**src/rtl/trg_stim_gen.sv**
```systemverilog
// Trigger-stimulus transmitter: pre-LCT, optional CLCT and L1A/BGTRG with fixed latency and gap.
// Define TRG_STIM_CLCT_EN to drive CLCT from LCT_MASK[5:1] alongside PRE_LCT.
module trg_stim_gen #(
  parameter int unsigned CNT_W = 8
) (
  input  logic             CLK,
  input  logic             RST_N,
  input  logic             START,
  input  logic             ABORT,
  input  logic [5:0]       LCT_MASK,
  input  logic [CNT_W-1:0] L1A_DLY,
  input  logic [CNT_W-1:0] GAP,
  input  logic [CNT_W-1:0] NTRIG,
  input  logic             SEND_L1A,
  output logic [5:0]       PRE_LCT,
  output logic [4:0]       CLCT,
  output logic             L1A,
  output logic             BGTRG,
  output logic             BUSY,
  output logic             DONE,
  output logic [CNT_W-1:0] TRGCNT
);

  typedef enum logic [2:0] {StIdle, StLct, StWait, StL1a, StGap} state_e;

  state_e           state_q;
  logic [5:0]       mask_q;
  logic [CNT_W-1:0] dly_q;
  logic [CNT_W-1:0] gap_q;
  logic [CNT_W-1:0] ntrig_q;
  logic             send_q;
  logic [CNT_W-1:0] cnt_q;
  logic             done_pend_q;

  always_ff @(posedge CLK or negedge RST_N) begin
    if (!RST_N) begin
      state_q     <= StIdle;
      mask_q      <= '0;
      dly_q       <= CNT_W'(1);
      gap_q       <= '0;
      ntrig_q     <= '0;
      send_q      <= 1'b0;
      cnt_q       <= '0;
      done_pend_q <= 1'b0;
      PRE_LCT     <= '0;
      L1A         <= 1'b0;
      BGTRG       <= 1'b1;
      BUSY        <= 1'b0;
      DONE        <= 1'b0;
      TRGCNT      <= '0;
    end else begin
      PRE_LCT <= '0;
      L1A     <= 1'b0;
      BGTRG   <= 1'b1;
      DONE    <= 1'b0;
      if (ABORT) begin
        state_q     <= StIdle;
        BUSY        <= 1'b0;
        done_pend_q <= 1'b0;
      end else begin
        unique case (state_q)
          StIdle: begin
            // The last L1A slot returns here with a pending DONE so BUSY falls one cycle later.
            if (done_pend_q) begin
              DONE        <= 1'b1;
              BUSY        <= 1'b0;
              done_pend_q <= 1'b0;
            end else if (START) begin
              mask_q  <= LCT_MASK;
              dly_q   <= (L1A_DLY == '0) ? CNT_W'(1) : L1A_DLY;
              gap_q   <= GAP;
              ntrig_q <= NTRIG;
              send_q  <= SEND_L1A;
              TRGCNT  <= '0;
              BUSY    <= 1'b1;
              state_q <= StLct;
            end
          end
          StLct: begin
            PRE_LCT <= mask_q;
            TRGCNT  <= TRGCNT + CNT_W'(1);
            if (dly_q > CNT_W'(1)) begin
              cnt_q   <= dly_q - CNT_W'(2);
              state_q <= StWait;
            end else begin
              state_q <= StL1a;
            end
          end
          StWait: begin
            if (cnt_q == '0) state_q <= StL1a;
            else cnt_q <= cnt_q - CNT_W'(1);
          end
          StL1a: begin
            L1A   <= send_q;
            BGTRG <= ~send_q;
            if (ntrig_q != '0 && TRGCNT == ntrig_q) begin
              done_pend_q <= 1'b1;
              state_q     <= StIdle;
            end else if (gap_q != '0) begin
              cnt_q   <= gap_q - CNT_W'(1);
              state_q <= StGap;
            end else begin
              state_q <= StLct;
            end
          end
          StGap: begin
            if (cnt_q == '0) state_q <= StLct;
            else cnt_q <= cnt_q - CNT_W'(1);
          end
          default: state_q <= StIdle;
        endcase
      end
    end
  end

`ifdef TRG_STIM_CLCT_EN
  always_ff @(posedge CLK or negedge RST_N) begin
    if (!RST_N) begin
      CLCT <= '0;
    end else if (!ABORT && state_q == StLct) begin
      CLCT <= mask_q[5:1];
    end else begin
      CLCT <= '0;
    end
  end
`else
  assign CLCT = '0;
`endif

endmodule

```
**config.mk**
```make
export PLATFORM = sky130hd
export DESIGN_NAME = trg_stim_gen
export DESIGN_NICKNAME = d
export VERILOG_FILES = /design/src/rtl/trg_stim_gen.sv
export SDC_FILE = /design/constraint.sdc
export NUM_CORES = 1
export LEC_CHECK = 0
export CORE_MARGIN = 5
export CORE_UTILIZATION = 35
export DETAILED_ROUTE_END_ITERATION = 16
export PLACE_DENSITY_LB_ADDON = 0.1
export RECOVER_POWER = 25
export SLEW_MARGIN = 5
export SYNTH_ARGS = -nofsm -noshare
export SYNTH_HDL_FRONTEND = slang
export SYNTH_SLANG_ARGS = --single-unit
```
**constraint.sdc**
```tcl
create_clock -name CLK -period 3.2 [get_ports CLK]
set_input_delay 0.8 -clock CLK [delete_from_list [all_inputs] [get_ports CLK]]
set_output_delay 0.8 -clock CLK [all_outputs]
set_load 0.02 [all_outputs]
```
; Yosys cells after proc, flatten, opt, wreduce, memory -nomap -nowiden
; Index checks and enable logic that the tools add are counted.
[totals]
regBits = 61
output_inout_bits = 23
elab_cells = 90
inputBits = 35
[op_classes]
mux = 34
n_eq_ne = 16
order_cmp = 1
bitwise = 3
n_reduce_logical = 18
add_sub_neg = 4
[op_table]
columns = operator, count
row1 = two-way mux 8 bit, 7
row2 = one-hot mux 8 bit (3 select lines), 1
row3 = two-way mux 3 bit, 7
row4 = zero test 8 bit, 2
row5 = one-hot mux 8 bit (2 select lines), 1
row6 = nonzero test 8 bit, 2
row7 = subtractor 8 x 1 -> 8 bit (second input constant), 2
row8 = != test 3 bit (second input constant), 5
row9 = one-hot mux 3 bit (5 select lines), 1
row10 = two-way mux 1 bit, 14
row11 = two-way mux 6 bit, 2
row12 = != test 2 bit (second input constant), 6
row13 = AND reduction 4 bit, 3
row14 = nonzero test 3 bit, 3
row15 = adder 8 x 1 -> 8 bit (second input constant), 1
row16 = == test 8 bit, 1
row17 = > comparator 8 x 1 -> 1 bit (second input constant), 1
row18 = subtractor 8 x 2 -> 8 bit (second input constant), 1
row19 = == test 3 x 2 -> 1 bit (second input constant), 2
row20 = AND reduction 6 bit, 1
row21 = AND reduction 2 bit, 2
row22 = nonzero test 2 bit, 2
row23 = == test 3 x 1 -> 1 bit (second input constant), 1
row24 = == test 3 bit (second input constant), 1
row25 = 5 further kinds, 7

; Logic depth before layout (Yosys ltp)
; Gate-level depths: netlist (run 1).
[logic_depth]
ltp_word = 5
mapped_depth = 10
mapped_depth_nobuf = 9

; Least setup slack after synthesis (run 1)
; OpenSTA, ideal clock, no wires.
[synth_timing]
kind = register to register
start = register state_q[1]
end = register cnt_q[4]
setup_time_ps = 125
n_path_buf = 1
slack_ps = 856
stages_incl_launch_ff = 11
t_required_ps = 3075
arrival_ps = 2219
period_less_slack_ps = 2344
cell_sequence = dfrtp_1 -> xnor2_1 -> nor2_2 -> buf_1 -> mux2i_1 -> ha_1 -> nor3b_1 -> xor2_1 -> mux2i_1 -> o21ai_1 -> mux2_4
[synth_via]
elab_chain_cells = 4
word_cells_on_any_way = 12
classes_between = 8 x eq/ne / 1 x mux / 3 x reduce/logical
[synth_lines]
columns = element, line
row1 = from (decl), 26  ; state_e state_q;
row2 = from (signal assigned), 37  ; state_q <= StIdle;
row3 = from (signal assigned), 57  ; state_q <= StIdle;
row4 = from (signal assigned), 76  ; state_q <= StLct;
row5 = == test 3 bit or == test 3 x 2 -> 1 bit (tied branches), 61  ; unique case (state_q)
row6 = OR reduction 2 bit (no line), n/a
row7 = != test 2 bit (no line) or nonzero test 3 bit (tied branches), n/a
row8 = AND reduction 6 bit (no line), n/a
row9 = to (signal assigned), 83  ; cnt_q <= dly_q - CNT_W'(2);
row10 = to (signal assigned), 91  ; else cnt_q <= cnt_q - CNT_W'(1);
row11 = to (signal assigned), 100  ; cnt_q <= gap_q - CNT_W'(1);
row12 = to (decl), 32  ; logic [CNT_W-1:0] cnt_q;
; Several ways; a longest one is shown, not always the timed one.
; A chain may end at the register's enable or synchronous reset.

; Worst setup path in the final report (run 1)
[layout_timing]
start = register state_q[2]
end = register cnt_q[4]
; Same word-level chain as after synthesis.

==> results of run 1 <==
## layout make-up
| cell class | instances | area (um2) | share of cell area [%] |
|---|---|---|---|
| Timing Repair Buffer | 61 | 581 | 14.3 |
| Tap cell | 111 | 139 | 3.43 |
| Sequential cell | 61 | 1530 | 37.7 |
| Clock inverter | 6 | 86.3 | 2.13 |
| Clock buffer | 10 | 138 | 3.40 |
| Inverter | 9 | 33.8 | 0.833 |
| Multi-Input combinational cell | 261 | 1550 | 38.2 |
## power by group through the flow
stage	Combinational (uW)	Sequential (uW)	Clock [uW]
CTS	1620	1390	799
finish	1600	1380	777
floorplan	1250	1330	0
global route	1810	1430	830
global placement	1600	1400	0
detailed placement	1610	1400	0
## critical path: stages, from the launching register on
cell and delay, ps:
dfrtp_1 610, xnor2_1 190, nor2_2 200, mux2i_1 240, ha_1 300, nor3b_1 250, xor2_1 100, mux2i_1 140
o21ai_1 80, mux2_4 280
## cell families (layout without fill, tap and decap cells)
family	count (synthesis)	count (layout)	share of synthesized area [%]
and+or+nand+nor	174	174	26.2
DFF	61	61	47.5
AOI/OAI and AO/OA	43	43	8.94
buffers and inverters	29	86	5.02
xor gates and xnor gates	24	24	6.53
muxes	12	12	4.55
adders and majority gates	3	3	1.17
other	1	5	0.117
## sequential cells by signal, summed over array words and instances (netlist names), 3 cells and up
| signal | flops |
|---|---|
| TRGCNT | 8 |
| gap_q | 8 |
| PRE_LCT | 6 |
| dly_q | 8 |
| ntrig_q | 8 |
| state_q | 3 |
| cnt_q | 8 |
| mask_q | 6 |
## per-layer routing
metal / vias up / share of wire (%) / track usage, % / routed length (um)
li1: 1274 / - / - / -
met1: 1223 / 49 / 19.8 / 3700
met2: 43 / 46 / 22.6 / 3420
met5: - / 0 / 0 / 0
met3: 9 / 3.8 / 3.52 / 288
met4: 0 / 1.3 / 5.00 / 100
## per-stage QoR
step / instance area (um2) / total power, uW
after floorplan: 3230 / 2580
after CTS: 4060 / 3800
after global routing: 4050 / 4070
final: 4050 / 3760
after global placement: 3830 / 3000
after detailed placement: 3830 / 3010
## cell usage after synthesis, types with 2 or more instances
cell,number,area [um2]
buf_6,4,45.0
or4_1,2,15.0
clkbuf_1,9,33.8
and3b_1,2,17.5
dfstp_2,2,52.6
inv_1,8,30.0
mux2i_1,6,60.1
nor3b_1,4,30.0
nand2b_1,4,25.0
nor2_1,16,60.1
a21oi_1,6,30.0
a31oi_1,3,18.8
ha_1,3,37.5
mux2_4,5,75.1
nand2_1,99,372
nand3_1,6,30.0
o21ai_1,7,35.0
or3_1,5,31.3
o211ai_1,2,15.0
o31ai_1,4,30.0
xnor2_1,7,61.3
dfrtp_1,59,1480
nand4_1,2,12.5
o21ai_0,6,30.0
a211oi_1,3,22.5
and2_1,7,43.8
or4_4,3,33.8
xor2_1,17,149
nor3_1,7,35.0
nor4_1,8,50.1
buf_4,6,45.0
## worst max-delay path by stage
stage                     end  slack (ps)  depth (start not counted)
finish               cnt_q[4]         700                          9
global route         cnt_q[4]         510                          9
CTS                  cnt_q[4]         680                          9
detailed placement  TRGCNT[7]         570                          6
global placement     cnt_q[1]         630                          5
floorplan            cnt_q[4]         860                         10
==> metrics.csv, run 1 <==
stage;metric;value;unit
status;status;finished with violations;
status;violations;capacitance limit, slew limit;
routing;routed_wl;7510;um
routing;drc;0;
critical_path;criticalPathCategory;reg -> reg;
clock_network;cts_sinks;61;
cells_and_area;num-fill-cells;917;
synthesis;async_flop_share;100;%
sta;finalSetupViolations;0;
sta;holdWs;466;ps
cells_and_area;fin_util;44.5;%
clock_network;htreeDepth;3;
clock_network;cts_hold_buf;0;
routing;detail_route.wl_per_cell;14.5;um
cells_and_area;layout.cells.non_filler;519;
synthesis;synth_cells;347;
sta;tightest_slew;1530;ps
global_routing;grtUsageTotal;14.5;%
synthesis;synth_edf_count;0;
critical_path;worstSetupStartpointType;register;
clock_network;cts_tree;done;
critical_path;rr_worst_depth;9;
placed_design;place.gp.congestion;0.794;
cells_and_area;drive_gt1_share;11.0;%
synthesis;synthFlopType;dfrtp_1;
global_routing;gr-total-overflow;0;
hold_path;hold_class;reg -> reg;
global_routing;grt_pass1_vias;2691;
routing;first_pass_iters;4;
pwr;pwr-share-comb;42.6;%
cells_and_area;mostFrequentLayoutCells;99 x nand2_1, 59 x dfrtp_1, 51 x clkdlybuf4s50_1;
cells_and_area;n_antenna_cell;0;
routing;via_per_inst;4.91;
sta;relSlewSlack;-2.14;%
critical_path;crit_fanout;15;
placed_design;portBuffers;52;
routing;drt_iter0_drc;96;
sta;hold_viol;0;
sta;finClkSkew;7.93;ps
critical_path;cp.required;3420;ps
sta;slew_viol_final;62;
critical_path;worstPathArrival;2720;ps
routing;vias;2549;
sta;final.setup.tns;0;ps
floorplan;ios;58;
critical_path;worst-r2r-setup-slack;700;ps
synthesis;syn_area;3220;um2
placed_design;hpwl;5340;um
placed_design;pre_cts_ws;571;ps
synthesis;yosys_register_bits;61;
routing;antenna_left;0;
sta;rsz0062_at_grt;false;
sta;finalCriticalPeriod;2500;ps
clock_network;clk_path_buf_depth;2;
clock_network;post_cts_buffers;0;
global_routing;grt_pass1_wl;13100;um
sta;fmax;400;MHz
critical_path;rr_endpoint;cnt_q[4];
clock_network;cts_resized;0;
clock_network;clk_latency;330;ps
floorplan;die-area;11200;um2
floorplan;initial_core_util;35.3;%
synthesis;yosys_warnings;0;
hold_path;hold_end;mask_q[1];
synthesis;postSynthAreaPerCell;9.27;um2
pwr;p_leak;0.00191;uW
synthesis;ys_seq_area_share;47.5;%
cells_and_area;layout.cells.most_common;nand2_1;
global_routing;antenna_found_initial;0;
pwr;power_density;927;nW/um2
clock_network;clk_pin_slew;70;ps
clock_network;root_buffer;clkbuf_8;
critical_path;timing.rr.start;state_q[2];
cells_and_area;nNetsFinal;441;
pwr;vdd_drop_max;0.302;mV
clock_network;cts_made_buffers;9;
pwr;seq_power_share;36.8;%
pwr;internal_power;2280;uW
pwr;pwr-share-clk;20.7;%
floorplan;die_y;106;um
placed_design;placedCellCount;503;
floorplan;rows;35;
sta;setup_slack;701;ps
job;max_cap_violations;1;
global_routing;grt_max_degree;62;
pwr;p_sw;1480;uW
floorplan;coreArea;9110;um2
pwr;swShare;39.5;%
floorplan;die_w;106;um
critical_path;critPathCaptureType;register;
critical_path;crit_start;state_q[2];
cells_and_area;syn2layout_area_growth;26.0;%
hold_path;whs_path_depth;2;
sta;period_share;78.1;%
hold_path;holdCritStartpoint;mask_q[1];
synthesis;yosysUniqueCellTypes;56;
No activity file was read; power rests on OpenSTA's default activity.
==> inputs of run 2 (changes only) <==
==> constraint.sdc (replaced) <==
create_clock -name CLK -period 2.5 [get_ports CLK]
set_input_delay 0.625 -clock CLK [delete_from_list [all_inputs] [get_ports CLK]]
set_output_delay 0.625 -clock CLK [all_outputs]
set_load 0.02 [all_outputs]
==> run 2 against run 1 <==
- the run now ends clean
- clock skew barely moved
- die area did not move
- worst hold slack got worse by 1.5 ps
- power rose by 28%
- worst setup slack got worse by 560 ps
- global-route usage fell by 0.45 points
- register-to-register slack got worse by 560 ps
- combinational power rose by 38%
- sequential power rose by 24%
- routed wire length fell by 2.5%
- critical endpoint is now cnt_q[7]
- highest routed layer unchanged
==> metrics.csv, run 2 (synthesis gave the netlist of run 1 again) <==
stage;metric;value;unit
status;status;complete, no violations;
cells_and_area;syn2layout_area_growth;28.0;%
critical_path;crit_fanout;8;
routing;first_pass_iters;4;
pwr;finalPower;4790;uW
clock_network;root_buffer;clkbuf_8;
clock_network;cts_sinks;61;
routing;antenna_left;0;
placed_design;hpwl;5330;um
pwr;power_density;1160;nW/um2
floorplan;die_w;106;um
sta;slew_viol_final;0;
sta;tightest_slew;1480;ps
critical_path;worst-r2r-setup-slack;140;ps
sta;finClkSkew;8.27;ps
critical_path;rr_endpoint;cnt_q[7];
critical_path;worstSetupStartpointType;register;
critical_path;cp.required;2720;ps
clock_network;cts_tree;done;
global_routing;grtUsageTotal;14.1;%
clock_network;htreeDepth;3;
global_routing;antenna_found_initial;0;
hold_path;hold_class;reg -> reg;
critical_path;crit_start;cnt_q[5];
placed_design;portBuffers;52;
pwr;p_leak;0.00194;uW
routing;vias;2544;
routing;detail_route.wl_per_cell;13.8;um
clock_network;clk_path_buf_depth;2;
floorplan;ios;58;
clock_network;cts_resized;0;
placed_design;place.gp.congestion;0.767;
global_routing;grt_max_degree;62;
sta;rsz0062_at_grt;false;
sta;hold_viol;0;
cells_and_area;mostFrequentLayoutCells;99 x nand2_1, 59 x dfrtp_1, 51 x clkdlybuf4s50_1;
pwr;vdd_drop_max;0.345;mV
sta;finalSetupViolations;0;
clock_network;clk_pin_slew;70;ps
clock_network;post_cts_buffers;0;
sta;finalCriticalPeriod;2360;ps
sta;setup_slack;136;ps
sta;period_share;94.6;%
cells_and_area;fin_util;45.2;%
routing;drc;0;
routing;drt_iter0_drc;70;
cells_and_area;num-fill-cells;900;
sta;fmax;423;MHz
clock_network;cts_hold_buf;0;
floorplan;die-area;11200;um2
job;max_cap_violations;0;
critical_path;slowest_delay;550;ps
cells_and_area;n_antenna_cell;0;
clock_network;clk_latency;330;ps
clock_network;cts_made_buffers;9;
sta;relSlewSlack;1.39;%
critical_path;worstPathArrival;2580;ps
routing;via_per_inst;4.81;
critical_path;timing.rr.start;cnt_q[5];
cells_and_area;drive_gt1_share;13.4;%
critical_path;critPathCapture;cnt_q[7];
critical_path;rr_worst_depth;5;
global_routing;gr-total-overflow;0;
critical_path;criticalPathCategory;reg -> reg;
sta;final.setup.tns;0;ps
floorplan;rows;35;
floorplan;initial_core_util;35.3;%
placed_design;pre_cts_ws;59.1;ps
floorplan;coreArea;9110;um2
cells_and_area;nNetsFinal;451;
critical_path;critPathCaptureType;register;
floorplan;die_y;106;um
global_routing;grt_pass1_wl;12700;um
critical_path;cp_slowest_cell;or4_4;
routing;routed_wl;7320;um
global_routing;grt_pass1_vias;2585;
cells_and_area;layout.cells.most_common;nand2_1;
critical_path;crit_path_cell_trace;or4_4 -> or4_1 -> a21o_1 -> o211a_2 -> mux2_4;
run 2: cell type report:
cell class,count,area [um2],share of cell area (%)
clock inverters,6,62.6,1.52
multi-input cells,261,1550,37.6
repair buffers,71,668,16.2
clock buffers,10,138,3.34
well taps,111,139,3.37
inverters,9,33.8,0.820
flip-flops and latches,61,1530,37.1
run 2: critical path, delay by kind of cell (launching register included):
family / cells / cell delay, ps
AOI/OAI and AO/OA: 2 / 410
and+or+nand+nor: 2 / 1090
muxes: 1 / 320
DFF: 1 / 420
run 2: routing by layer:
metal  global-route usage, %  wire (um)  vias to the layer above
met2                    21.7       3300                       35
met4                    4.72         96                        0
met1                    19.1       3630                     1202
met5                       0          0                        -
met3                    3.89        303                        9
li1                        -          -                     1298
run 2: how the worst min path moves through the flow:
stage | startpoint | end | slack [ps] | depth (start not counted)
floorplan | RST_N | BUSY | 330 | 0
global placement | mask_q[5] | mask_q[5] | 450 | 2
detailed placement | mask_q[1] | mask_q[1] | 450 | 2
CTS | RST_N | cnt_q[0] | 290 | 2
global route | mask_q[2] | mask_q[2] | 490 | 2
finish | mask_q[2] | mask_q[2] | 460 | 2
run 2: power breakdown:
part	switching (uW)	internal [uW]	leakage, uW	total, uW
clock	394	483	0.0000943	877
sequential	348	1360	0.000775	1710
combinational	1150	1050	0.00107	2210
run 2: stage by stage:
step / cell area, um2 / instances / hold WS, ps
floorplan: 3230 / 351 / 329
global placement: 3930 / 513 / 448
detailed placement: 3930 / 513 / 454
CTS: 4130 / 529 / 291
global route: 4120 / 529 / 491
finish: 4120 / 529 / 465
